**config.mk**
```make
export PLATFORM = sky130hd
export DESIGN_NAME = apb_arbiter
export DESIGN_NICKNAME = d
export VERILOG_FILES = /design/src/rtl/apb_pkg.sv /design/src/rtl/apb_arbiter_rr_pick.sv /design/src/rtl/apb_arbiter.sv
export SDC_FILE = /design/constraint.sdc
export NUM_CORES = 1
export LEC_CHECK = 0
export CORE_AREA = 2 2 126 128
export DETAILED_ROUTE_END_ITERATION = 8
export DIE_AREA = 0 0 128 130
export PLACE_DENSITY = 0.77
export RECOVER_POWER = 100
export SYNTH_ARGS = -nofsm -noshare
export SYNTH_HDL_FRONTEND = slang
export SYNTH_SLANG_ARGS = --single-unit
```
**constraint.sdc**
```tcl
create_clock -name i_clk -period 8 [get_ports i_clk]
set_clock_uncertainty 0.2 [all_clocks]
set_input_delay 1.6 -clock i_clk [delete_from_list [all_inputs] [get_ports i_clk]]
set_output_delay 1.6 -clock i_clk [all_outputs]
set_load 0.02 [all_outputs]
```
**src/rtl/apb_pkg.sv**
```systemverilog
// Shared APB definitions: sequencer state encoding, bus phase constants and
// default widths used by the arbiter and the apb_master port.
package apb_pkg;

    localparam int unsigned APB_AW = 16;
    localparam int unsigned APB_DW = 32;

    typedef enum logic [1:0] {
        ST_IDLE   = 2'd0,
        ST_SETUP  = 2'd1,
        ST_ACCESS = 2'd2
    } apb_state_e;

    typedef struct packed {
        logic psel;
        logic penable;
    } apb_phase_t;

    localparam apb_phase_t PH_IDLE   = '{psel: 1'b0, penable: 1'b0};
    localparam apb_phase_t PH_SETUP  = '{psel: 1'b1, penable: 1'b0};
    localparam apb_phase_t PH_ACCESS = '{psel: 1'b1, penable: 1'b1};

    // Watchdog must be able to hold the value TIMEOUT itself.
    function automatic int unsigned wdog_width(input int unsigned timeout);
        return $clog2(timeout + 1);
    endfunction

endpackage

```
**src/rtl/apb_arbiter_rr_pick.sv**
```systemverilog
// Combinational round-robin picker: first set request at or after last+1,
// wrapping modulo N.
module rr_pick #(
    parameter int unsigned N = 4
) (
    input  logic [N-1:0]         req,
    input  logic [$clog2(N)-1:0] last,
    output logic [N-1:0]         grant,
    output logic [$clog2(N)-1:0] idx,
    output logic                 any
);

    localparam int unsigned IW = $clog2(N);

    logic [IW-1:0] cand;

    always_comb begin
        grant = '0;
        idx   = '0;
        any   = 1'b0;
        cand  = '0;
        // Offsets 1..N visit every index once, ending on last itself.
        for (int unsigned off = 1; off <= N; off++) begin
            cand = IW'((32'(last) + off) % N);
            if (!any && req[cand]) begin
                grant[cand] = 1'b1;
                idx         = cand;
                any         = 1'b1;
            end
        end
    end

endmodule

```
**src/rtl/apb_arbiter.sv**
```systemverilog
// Round-robin arbiter and APB sequencer sharing one master port among NREQ
// requesters, with a per-transfer PREADY watchdog.
module apb_arbiter
    import apb_pkg::*;
#(
    parameter int unsigned NREQ    = 4,
    parameter int unsigned AW      = APB_AW,
    parameter int unsigned DW      = APB_DW,
    parameter int unsigned TIMEOUT = 64
) (
    input  logic               i_clk,
    input  logic               i_reset_n,
    input  logic [NREQ-1:0]    i_req,
    input  logic [NREQ*AW-1:0] i_addr,
    input  logic [NREQ-1:0]    i_write,
    input  logic [NREQ*DW-1:0] i_wdata,
    output logic [NREQ-1:0]    o_ack,
    output logic [DW-1:0]      o_rdata,
    output logic               o_err,
    output logic               o_timeout,
    output logic [AW-1:0]      o_paddr,
    output logic               o_psel,
    output logic               o_penable,
    output logic               o_pwrite,
    output logic [DW-1:0]      o_pwdata,
    input  logic               i_pready,
    input  logic               i_pslverr,
    input  logic [DW-1:0]      i_prdata
);

    localparam int unsigned   IW       = $clog2(NREQ);
    localparam int unsigned   CW       = wdog_width(TIMEOUT);
    localparam logic [IW-1:0] LAST_RST = IW'(NREQ - 1);
    localparam logic [CW-1:0] WDOG_MAX = CW'(TIMEOUT);

    apb_state_e      state;
    apb_phase_t      phase;
    logic [IW-1:0]   last;
    logic [NREQ-1:0] grant_oh;
    logic [CW-1:0]   wdog;

    logic [NREQ-1:0] eligible;
    logic [NREQ-1:0] pick_oh;
    logic [IW-1:0]   pick_idx;
    logic            pick_any;
    int unsigned     sel;

    // A requester being acked this cycle has not had a chance to drop i_req yet.
    assign eligible = i_req & ~o_ack;
    assign sel      = 32'(pick_idx);

    rr_pick #(.N(NREQ)) u_pick (
        .req   (eligible),
        .last  (last),
        .grant (pick_oh),
        .idx   (pick_idx),
        .any   (pick_any)
    );

    assign o_psel    = phase.psel;
    assign o_penable = phase.penable;

    always_ff @(posedge i_clk) begin
        if (!i_reset_n) begin
            state     <= ST_IDLE;
            phase     <= PH_IDLE;
            last      <= LAST_RST;
            grant_oh  <= '0;
            wdog      <= '0;
            o_ack     <= '0;
            o_rdata   <= '0;
            o_err     <= 1'b0;
            o_timeout <= 1'b0;
            o_paddr   <= '0;
            o_pwrite  <= 1'b0;
            o_pwdata  <= '0;
        end else begin
            o_ack     <= '0;
            o_rdata   <= '0;
            o_err     <= 1'b0;
            o_timeout <= 1'b0;
            case (state)
                ST_IDLE: begin
                    if (pick_any) begin
                        grant_oh <= pick_oh;
                        last     <= pick_idx;
                        o_paddr  <= i_addr[sel*AW +: AW];
                        o_pwrite <= i_write[pick_idx];
                        o_pwdata <= i_wdata[sel*DW +: DW];
                        phase    <= PH_SETUP;
                        state    <= ST_SETUP;
                    end
                end
                ST_SETUP: begin
                    phase <= PH_ACCESS;
                    wdog  <= '0;
                    state <= ST_ACCESS;
                end
                ST_ACCESS: begin
                    if (i_pready) begin
                        phase   <= PH_IDLE;
                        state   <= ST_IDLE;
                        o_ack   <= grant_oh;
                        o_err   <= i_pslverr;
                        o_rdata <= o_pwrite ? '0 : i_prdata;
                    end else if (wdog == WDOG_MAX) begin
                        phase     <= PH_IDLE;
                        state     <= ST_IDLE;
                        o_ack     <= grant_oh;
                        o_err     <= 1'b1;
                        o_timeout <= 1'b1;
                    end else begin
                        wdog <= wdog + 1'b1;
                    end
                end
                default: begin
                    phase <= PH_IDLE;
                    state <= ST_IDLE;
                end
            endcase
        end
    end

endmodule

```
==> reports/results.tsv, run 1 <==
stage	metric	value	unit
worst_hold_path	hold path endpoint	o_ack[3]	
power_and_ir_drop	Sw Pwr	904	µW
drt	WL/cell	18.9	µm
clock_tree	clk buf depth	2	
drt	vias per inst	5.42	
logic_synthesis	syn avg cell area	9.49	µm²
logic_synthesis	Mapped Cells	577	
critical_path	crit path cell chain	dlygate4sd3_1, nand2b_1, or3_1, a31oi_4, clkbuf_1, or2_2, and2_1, buf_4, a221oi_1	
critical_path	Critical Path Sink Type	flip-flop	
logic_synthesis	ys async rst share	0	%
layout	most frequent cells in the layout	233 x clkdlybuf4s50_1, 103 x dfxtp_1, 90 x dlygate4sd3_1, 51 x nor3b_1, 50 x a211oi_1	
clock_tree	Clock Latency Late Sink	0.36	ns
clock_tree	clk root buf	clkbuf_16	
status	failing checks	max-capacitance violations, max-slew violations	
power_and_ir_drop	Max VDD drop	0.113	mV
critical_path	worst path arrival time	6.11	ns
power_and_ir_drop	Pint	1.32	mW
floorplanning	Core Region	15400	µm²
power_and_ir_drop	part of the power in registers	29.9	%
power_and_ir_drop	Tot Pwr	2.22	mW
drt	# DRC	0	
drt	post-route ant nets	0	
drt	DR iter-0 viols	471	
floorplanning	die area	16600	µm²
clock_tree	clock-pin slew of the registers on the worst-case setup and hold paths	0.07	ns
logic_synthesis	sequential cell area fraction in the yosys report	37.6	%
floorplanning	Boundary Pins	325	
worst_hold_path	WHS Path Cells	1	
clock_tree	Post-CTS Setup Repair Bufs	0	
critical_path	CP Max Fanout	53	
power_and_ir_drop	cell area power density	247	nW/µm²
global_routing	GRT overflow	0	
layout	Finished Layout Cells	1067	
sta	unrepaired setup endpoints after global routing	false	
global_routing	Tot GR Track Use	23.3	%
floorplanning	initial core utilization	35.5	%
place	Placed Cells	1051	
sta	Period minus WS final	6.09	ns
sta	final worst-path setup slack	1.91	ns
critical_path	Setup CP Type	in2reg	
floorplanning	chip height	130	µm
worst_hold_path	worst hold path class	reg2reg	
power_and_ir_drop	sw frac	40.7	%
sta	headroom to the max-slew limit	-88.1	%
critical_path	Reg2Reg Depth	9	
clock_tree	post-CTS sizing	0	
sta	Hold Fails Final Rpt	0	
drt	final WL	20.2	mm
floorplanning	width of the die	128	µm
layout	share of cells above drive strength 1	4.23	%
place	Buffers on Ports	324	
sta	fmax	0.164	GHz
clock_tree	# hold bufs at CTS	0	
global_routing	first-pass GRT wire length	30.2	mm
worst_hold_path	min-delay src	grant_oh[3]	
logic_synthesis	Post-Syn Area	5480	µm²
floorplanning	Rows	46	
sta	Period Utilization, post-route	76.1	%
place	Detail Placement HPWL	15.2	mm
layout	ANT cells	0	
global_routing	initial antenna violation count	0	
logic_synthesis	synthesis-stage register bit count	103	
status	outcome	finished, violations left	
clock_tree	total clock sinks	103	
sta	max-slew violation total from the final report	118	
logic_synthesis	Syn Nets	823	
drt	drt first pass iters	5	
sta	hold_ws	0.256	ns
logic_synthesis	post-synthesis cell type count	46	
logic_synthesis	Post-synth EDFFs	0	
critical_path	reg2reg setup slack	2.38	ns
critical_path	Reg2Reg Capture Point	o_paddr[12]	
critical_path	slowest CP cell	clkbuf_1	
power_and_ir_drop	Gate power share	50.6	%
layout	Fillers	1372	
clock_tree	CTS tree	built	
clock_tree	H-tree depth reported by CTS	3	
logic_synthesis	Most used DFF post-synth	dfxtp_1	
sta	Tightest Pin Transition	2.82	ns
drt	via count	5784	
critical_path	Worst R2R Start	last[0]	
sta	setup_tns	0	ns
global_routing	vias in the first global route	5613	
critical_path	CP max stage delay	1.57	ns
place	RePlAce Congestion	0.884	
global_routing	largest net degree at the start of global routing	66	
critical_path	Setup crit start kind	input port	
flow_run	max capacitance violation total	2	
layout	Total Nets Final	1116	
layout	Multi-input gate area	3060	µm²
logic_synthesis	Yosys warnings	0	
clock_tree	total CTS buffers	9	
place	pre-CTS setup slack	2.75	ns
sta	final setup violation count	0	
critical_path	Critical Path RT	8.02	ns
power_and_ir_drop	leakage	3.49	nW
power_and_ir_drop	clock share of power	19.5	%
layout	Layout area overhead	64.0	%
layout	register area	2060	µm²
layout	most common cell after layout, fill and taps aside	clkdlybuf4s50_1	
-- layer usage --
layer,share of wire (%),track usage [%]
met2,49,38.3
met4,3.6,10.9
met1,41,29.0
met3,6.1,5.74
met5,0,0
-- worst max path at each step --
| stage | depth (start not counted) | endpoint | from |
|---|---|---|---|
| 2_1_floorplan | 8 | o_paddr[10] | i_req[3] |
| 3_3_place_gp | 9 | o_pwdata[2] | i_req[1] |
| 3_5_place_dp | 9 | o_pwdata[6] | i_req[1] |
| 4_1_cts | 9 | o_pwdata[3] | i_req[1] |
| 5_1_grt | 9 | o_pwdata[11] | i_req[1] |
| 6_report | 9 | o_paddr[12] | i_req[1] |
-- final cells by class --
class | count | area share [%]
Multi-Input combinational cell | 414 | 34.1
Inverter | 8 | 0.334
Tap cell | 192 | 2.67
Clock inverter | 6 | 0.613
Timing Repair Buffer | 334 | 36.8
Sequential cell | 103 | 23.0
Clock buffer | 10 | 2.55
-- logic make-up (layout without fill, tap and decap cells) --
| family | after synthesis | in the layout | share of synthesized area (%) |
|---|---|---|---|
| adders and majority gates | 10 | 10 | 2.28 |
| AOI/OAI and AO/OA | 167 | 167 | 24.0 |
| and+or+nand+nor | 180 | 180 | 19.6 |
| buffers and inverters | 60 | 358 | 4.93 |
| xor gates and xnor gates | 1 | 1 | 0.160 |
| DFF | 103 | 103 | 37.6 |
| muxes | 56 | 56 | 11.4 |
-- Yosys cell counts (all sizes together) (2+ instances only) --
| cell type | count | share of area [%] |
|---|---|---|
| a21boi | 3 | 0.41 |
| o21ai | 35 | 3.2 |
| mux2i | 51 | 9.5 |
| nor2b | 8 | 0.91 |
| nand2 | 25 | 1.7 |
| inv | 8 | 0.55 |
| a221oi | 28 | 6.9 |
| nand3 | 32 | 2.9 |
| a311oi | 2 | 0.32 |
| nor3b | 51 | 7.0 |
| dfxtp | 103 | 38 |
| a31oi | 6 | 0.69 |
| o31ai | 26 | 3.6 |
| nor3 | 3 | 0.27 |
| or3 | 4 | 0.46 |
| nor2 | 7 | 0.48 |
| nand2b | 4 | 0.46 |
| a211oi | 50 | 6.9 |
| o211ai | 3 | 0.41 |
| and3 | 2 | 0.23 |
| and2 | 37 | 4.2 |
| a21oi | 7 | 0.64 |
| mux4 | 4 | 1.6 |
| a22oi | 2 | 0.27 |
| buf | 12 | 1.6 |
| ha | 10 | 2.3 |
| clkbuf | 40 | 2.7 |
| nand3b | 2 | 0.27 |
-- state kept, by name (all words and copies together), names as in the netlist --
name       flops
o_pwdata      32
o_rdata       32
o_paddr       16
wdog           7
grant_oh       4
o_ack          4
last           2
state          2
o_err          1
o_psel         1
o_pwrite       1
o_timeout      1
-- power by group through the flow --
stage | combinational [mW] | sequential (mW) | clock [mW]
2_1_floorplan | 0.677 | 0.763 | 0
3_3_place_gp | 1.18 | 0.677 | 0
3_5_place_dp | 1.19 | 0.676 | 0
4_1_cts | 1.20 | 0.667 | 0.441
5_1_grt | 1.21 | 0.676 | 0.461
6_report | 1.12 | 0.664 | 0.433
-- metrics by stage --
step | area (µm²) | utilization, %
floorplan | 5480 | -
global placement | 8830 | 57.3
detailed placement | 8830 | 57.3
CTS | 9120 | 59.1
global route | 8980 | 58.2
finish | 8980 | 58.2
-- critical path: cells and delay by family --
family                 cells  cell delay [ns]
buffers and inverters      3             2.43
and+or+nand+nor            4             1.74
AOI/OAI and AO/OA          2             0.30
No activity file was read; power rests on OpenSTA's default activity.
==> inputs of run 2 (changes only) <==
Settings changed: CORE_AREA 2 2 126 128 to 2 2 127 129, DIE_AREA 0 0 128 130 to 0 0 129 131, PLACE_DENSITY 0.77 to 0.76.
Clock period 8 ns to 5.7 ns, I/O delays scaled along.
==> reports/results.tsv, run 2 (same netlist as run 1, synthesis figures left out) <==
stage	metric	value	unit
status	outcome	finished clean	
clock_tree	# hold bufs at CTS	0	
layout	Post-Layout Inst Area	9160	µm²
global_routing	first-pass GRT wire length	30.3	mm
clock_tree	Post-CTS Setup Repair Bufs	0	
critical_path	Reg2Reg Depth	8	
drt	final WL	20.5	mm
clock_tree	total CTS buffers	9	
global_routing	met2 Resource Use GR	38.0	%
floorplanning	width of the die	129	µm
sta	fmax	0.217	GHz
global_routing	GRT overflow	0	
power_and_ir_drop	cell area power density	353	nW/µm²
power_and_ir_drop	Max VDD drop	0.167	mV
power_and_ir_drop	leakage	3.58	nW
layout	share of cells above drive strength 1	6.39	%
layout	Total Nets Final	1117	
sta	hold_ws	0.257	ns
drt	via count	5693	
layout	Layout area overhead	67.2	%
critical_path	Critical Path Sink Type	flip-flop	
drt	WL/cell	18.8	µm
place	Buffers on Ports	324	
global_routing	gr busiest metal	met2	
global_routing	M3 GR Usage	5.46	%
clock_tree	clk buf depth	2	
sta	unrepaired setup endpoints after global routing	false	
global_routing	vias in the first global route	5478	
clock_tree	post-CTS sizing	0	
critical_path	worst path arrival time	4.66	ns
global_routing	initial antenna violation count	0	
sta	Tightest Pin Transition	1.40	ns
drt	# DRC	0	
layout	most common cell after layout, fill and taps aside	clkdlybuf4s50_1	
flow_run	max capacitance violation total	0	
layout	biggest regs	o_pwdata (32), o_rdata (32), o_paddr (16)	
floorplanning	Core Region	15600	µm²
critical_path	Setup CP Type	in2reg	
floorplanning	Rows	46	
floorplanning	chip height	131	µm
drt	post-route ant nets	0	
clock_tree	total clock sinks	103	
critical_path	CP Max Fanout	42	
critical_path	Setup crit start kind	input port	
floorplanning	initial core utilization	35.1	%
layout	Fillers	1366	
layout	ANT cells	0	
place	RePlAce Congestion	0.889	
critical_path	Critical Path RT	5.76	ns
sta	Period Utilization, post-route	80.8	%
global_routing	Tot GR Track Use	23.2	%
sta	max-slew violation total from the final report	0	
drt	drt first pass iters	5	
clock_tree	clock-pin slew of the registers on the worst-case setup and hold paths	0.08	ns
global_routing	met1 usage	29.2	%
sta	Hold Fails Final Rpt	0	
clock_tree	Clock Latency Late Sink	0.35	ns
clock_tree	CTS tree	built	
worst_hold_path	worst hold path class	reg2reg	
sta	final setup violation count	0	
drt	vias per inst	5.21	
sta	headroom to the max-slew limit	6.54	%
drt	DR iter-0 viols	340	
clock_tree	H-tree depth reported by CTS	3	
place	Detail Placement HPWL	15.3	mm
clock_tree	clk root buf	clkbuf_16	
floorplanning	Boundary Pins	325	
worst_hold_path	WHS Path Cells	1	
sta	Period minus WS final	4.61	ns
sta	setup_tns	0	ns
place	post-place instance area	8880	µm²
floorplanning	die area	16900	µm²
global_routing	largest net degree at the start of global routing	66	
layout	most frequent cells in the layout	232 x clkdlybuf4s50_1, 103 x dfxtp_1, 91 x dlygate4sd3_1, 51 x nor3b_1, 50 x a211oi_1	
==> run 2: cell count changes in the layout (fill, tap and decap cells not counted), moves of 2 or more <==
cell,delta
inv_6,+3
a221oi_1,-16
buf_4,+2
a221oi_2,+16
clkbuf_1,-3
and2_0,-10
and2_1,+10
==> run 2: critical path: stages <==
cell and delay [ns]:
dlygate4sd3_1 0.57, nand2b_1 0.14, mux4_2 0.54, mux2i_4 0.23
mux2_1 1.16, buf_12 0.39, mux2i_1 0.14, a221oi_1 0.30
==> run 2: power breakdown <==
part           internal [mW]  switching, mW  total, mW
sequential             0.849         0.0837      0.932
combinational          0.720          0.923       1.64
clock                  0.350          0.308      0.658
==> run 2: cell type report <==
type | count | area [µm²] | share of cell area (%)
timing repair buffer | 335 | 3330 | 36.3
multi-input combinational | 414 | 3160 | 34.5
sequential | 103 | 2060 | 22.5
tap | 216 | 270 | 2.95
clock buffer | 9 | 225 | 2.46
clock inverter | 7 | 83.8 | 0.915
inverter | 8 | 30.0 | 0.328
==> run 2: per-stage QoR <==
step | setup slack (ns) | utilization [%] | power [mW] | instances
global route | 0.865 | 58.7 | 3.40 | 1092
CTS | 1.84 | 58.9 | 3.31 | 1092
global placement | 1.54 | 56.9 | 2.63 | 1076
finish | 1.09 | 58.7 | 3.23 | 1092
detailed placement | 1.47 | 56.9 | 2.64 | 1076
floorplan | 2.39 | - | 2.02 | 577
==> run 2: per-layer routing <==
layer / vias to the layer above / wire [µm]
met5: - / 0
met4: 0 / 628
met3: 44 / 1210
met2: 208 / 10100
met1: 2660 / 8620
li1: 2781 / -
==> run 2: worst paths after layout <==
kind / from / end / slack [ns]
worst max register to register: last[0] / o_paddr[4] / 1.36
worst min-delay path: grant_oh[1] / o_ack[1] / 0.26
worst min register to register: grant_oh[1] / o_ack[1] / 0.26
worst max-delay path: i_req[0] / o_paddr[4] / 1.09
==> edit 1 (flow settings as in run 1) <==
The package constant `APB_DW` goes from 32 to 40.
--- a/src/rtl/apb_pkg.sv
+++ b/src/rtl/apb_pkg.sv
@@ -4,5 +4,5 @@
 
     localparam int unsigned APB_AW = 16;
-    localparam int unsigned APB_DW = 32;
+    localparam int unsigned APB_DW = 40;
 
     typedef enum logic [1:0] {
Interface: changed (resized i_prdata, i_wdata, o_pwdata and o_rdata); port bits go from 325 to 381. The function was not compared with the original's and may differ.
==> edit 1 against run 1 <==
The flow still finishes with violations (capacitance limit, slew limit); synthesized area is 22% higher; utilization grew 14 points; cell area up 24%; sequential cell count up 16; first-iteration DRC count is 24% higher; setup slack better by 0.72 ns; total power increased by 41%; routed wire length is 28% higher; largest power group unchanged.
==> edit 1: results (changes against run 1) <==
metric,value,unit,change
status,"finished, violations left",,unchanged
violations,"capacitance limit, slew limit",,unchanged
synth_adder_area_share,0.0187,,was 0.0228
met2_usage,0.503,,was 0.383
min_from,o_pwdata[9],,was grant_oh[3]
seq_area_frac,0.214,,was 0.230
synth_cell_types,48,,was 46
synth-xor-area-share,0.00523,,was 0.00160
drive_gt1_frac,0.0462,,was 0.0423
cts_made_buffers,17,,was 9
whs_endpoint,o_pwdata[9],,was o_ack[3]
gp_congestion,0.941,,was 0.884
avgRoutedWirePerCell,20.2,um,was 18.9 um
ir_drop,0.000178,V,was 0.000113 V
maxCapViolCount,1,,was 2
grtUsageMet1,0.353,,was 0.290
buffers,386,,was 334
fill_cells,1245,,"was 1,372"
synthCells,728,,was 577
synth_compound_area_frac,0.187,,was 0.240
drt_iter0_markers,583,,was 471
p_sw,0.00122,W,was 0.000904 W
multi_input_comb_cells,538,,was 414
r2r_end,o_paddr[8],,was o_paddr[12]
grt_use_total,0.297,,was 0.233
htree_num_levels,4,,was 3
grt_pass1_wl,37.4,mm,was 30.2 mm
vias,7045,,"was 5,784"
grt_antenna_before_repair,1,,was 0
syn-num-nets,1014,,was 823
slowest_stage,o21a_1,,was clkbuf_1
layout.nonclk_buf_frac,0.345,,was 0.368
post-route-util,0.723,,was 0.582
path_max_fanout,57,,was 53
inverters,7,,was 8
multi_input_area_share,0.360,,was 0.341
tightest_slew,1.59,ns,was 2.82 ns
worstRegToRegCells,7,,was 9
maxSlewViolCount,41,,was 118
ys_seq_area_frac,0.356,,was 0.376
synth.area.mux_share,0.194,,was 0.114
==> edit 1: cell count changes in the layout (fill, tap and decap cells not counted), moves of 38 or more <==
cell / run 1 / this run
a211oi_1: 50 / 1
clkdlybuf4s50_1: 233 / 271
mux2i_1: 49 / 90
nand2_1: 25 / 80
nor2b_1: 8 / 58
nor3b_1: 51 / 2
==> edit 1: power groups by stage <==
stage                     clock [W]  combinational, W  sequential (W)
after global placement            0           0.00152        0.000868
after floorplan                   0          0.000933        0.000917
final                      0.000829           0.00146        0.000856
after detailed placement          0           0.00154        0.000872
after global routing       0.000864           0.00156        0.000878
after CTS                  0.000838           0.00154        0.000860
==> edit 1: metal layers <==
metal	up-vias	part of all wire
li1	3385	-
met1	3253	0.39
met2	356	0.48
met3	51	0.086
met4	0	0.040
met5	-	0
==> edit 2 (config.mk and constraints of run 1) <==
Without the edit above. Encoding of `apb_state_e`: now one-hot (3 bits for 3 states).
--- a/src/rtl/apb_pkg.sv
+++ b/src/rtl/apb_pkg.sv
@@ -6,8 +6,8 @@
     localparam int unsigned APB_DW = 32;
 
-    typedef enum logic [1:0] {
-        ST_IDLE   = 2'd0,
-        ST_SETUP  = 2'd1,
-        ST_ACCESS = 2'd2
+    typedef enum logic [2:0] {
+        ST_IDLE   = 3'b001,
+        ST_SETUP  = 3'b010,
+        ST_ACCESS = 3'b100
     } apb_state_e;
 
Behaviour: same outputs for any inputs over 4 cycles, from zero or initial values and one cycle with i_reset_n low; so few cycles prove little.
==> edit 2 against run 1 <==
The run still ends with capacitance limit, slew limit left; final cell count shrank 1.7%; routed wire length decreased by 7.6%; synthesized cell count is 2.8% lower; non-clock buffer count down 5; highest routed layer unchanged; total power is 1.4% higher; first-iteration DRC count fell by 14%; setup slack better by 0.24 ns; cell area is 0.57% lower; sequential power grew 1%; worst hold slack improved by 0.0033 ns; sequential cell count grew 1; largest cell class unchanged; largest power group unchanged; global-route usage down 1.7 points; synthesized area fell by 2.0%.
==> edit 2: results (changes against run 1) <==
metric,value,unit,change
slowest_stage,nand2_1,,was clkbuf_1
drive_gt1_frac,0.0887,,was 0.0423
worst_slack,2.16,ns,was 1.91 ns
maxSlewHeadroom,-0.920,,was -0.881
synthTopCellsByArea,"dfxtp_1 (39%), mux2i_1 (9.3%), mux2_2 (5.0%), a311o_1 (4.7%), and2_1 (4.7%)",,"was dfxtp_1 (38%), mux2i_1 (9.1%), nor3b_1 (7.0%), a211oi_1 (6.9%), a221oi_2 (5.8%)"
vias_per_cell,5.12,,was 5.42
synth_adder_area_share,0.0233,,was 0.0228
pre_cts_ws,2.63,ns,was 2.75 ns
status,"finished, violations left",,unchanged
ys_seq_area_frac,0.388,,was 0.376
worstSetupStartpoint,i_req[0],,was i_req[1]
synth_common_cells,"dfxtp_1 (104), nand2_1 (57), mux2i_1 (50)",,"was dfxtp_1 (103), nor3b_1 (51), a211oi_1 (50), mux2i_1 (50), clkbuf_1 (40)"
reg2reg_slack,2.83,ns,was 2.38 ns
grtUsageMet1,0.256,,was 0.290
syn-num-nets,807,,was 823
place_area,8660,um^2,was 8830 um^2
cpPeakStageDelay,1.32,ns,was 1.57 ns
synth_top_family_by_area,simple AND/OR/NAND/NOR gates,,was compound AO/OA/AOI/OAI gates
leakage,3.57,nW,was 3.49 nW
dp_hpwl,14.1,mm,was 15.2 mm
fin_cells,1049,,"was 1,067"
violations,"capacitance limit, slew limit",,unchanged
r2r_end,o_pwdata[28],,was o_paddr[12]
avgRoutedWirePerCell,17.8,um,was 18.9 um
clock_latency,0.34,ns,was 0.36 ns
ir_drop,0.000143,V,was 0.000113 V
gp_congestion,0.824,,was 0.884
maxSlewViolCount,166,,was 118
maxCapViolCount,3,,was 2
worstRegToRegCells,8,,was 9
grt_use_total,0.216,,was 0.233
grt_pass1_wl,27.8,mm,was 30.2 mm
grt_pass1_vias,5118,,"was 5,613"
drtPass1Iterations,4,,was 5
met2_usage,0.373,,was 0.383
path_max_fanout,49,,was 53
synth_cell_types,44,,was 46
==> edit 2: final cells by class <==
class / count / area (um^2) / share of cell area
inverters: 5 / 18.8 / 0.00210
well taps: 192 / 240 / 0.0269
clock inverters: 6 / 66.3 / 0.00743
repair buffers: 329 / 3260 / 0.366
multi-input cells: 403 / 3020 / 0.338
flip-flops and latches: 104 / 2080 / 0.233
clock buffers: 10 / 239 / 0.0268
==> edit 2: metal layers <==
layer,vias up,share of wire,wire length (um)
met3,25,0.073,1360
met1,2502,0.40,7460
li1,2653,-,-
met2,190,0.51,9430
met5,-,0,0
met4,0,0.021,394
==> edit 2: worst max-delay path, delay by kind of cell <==
family | cells | cell delay (ns)
and+or+nand+nor | 3 | 2.21
AOI/OAI and AO/OA | 2 | 0.38
xor gates and xnor gates | 1 | 0.77
buffers and inverters | 1 | 0.54
muxes | 1 | 0.40
==> edit 2: power breakdown <==
group	switching, W	internal (W)	total, W
clock	0.000201	0.000252	0.000453
sequential	0.0000567	0.000616	0.000673
combinational	0.000626	0.000500	0.00113
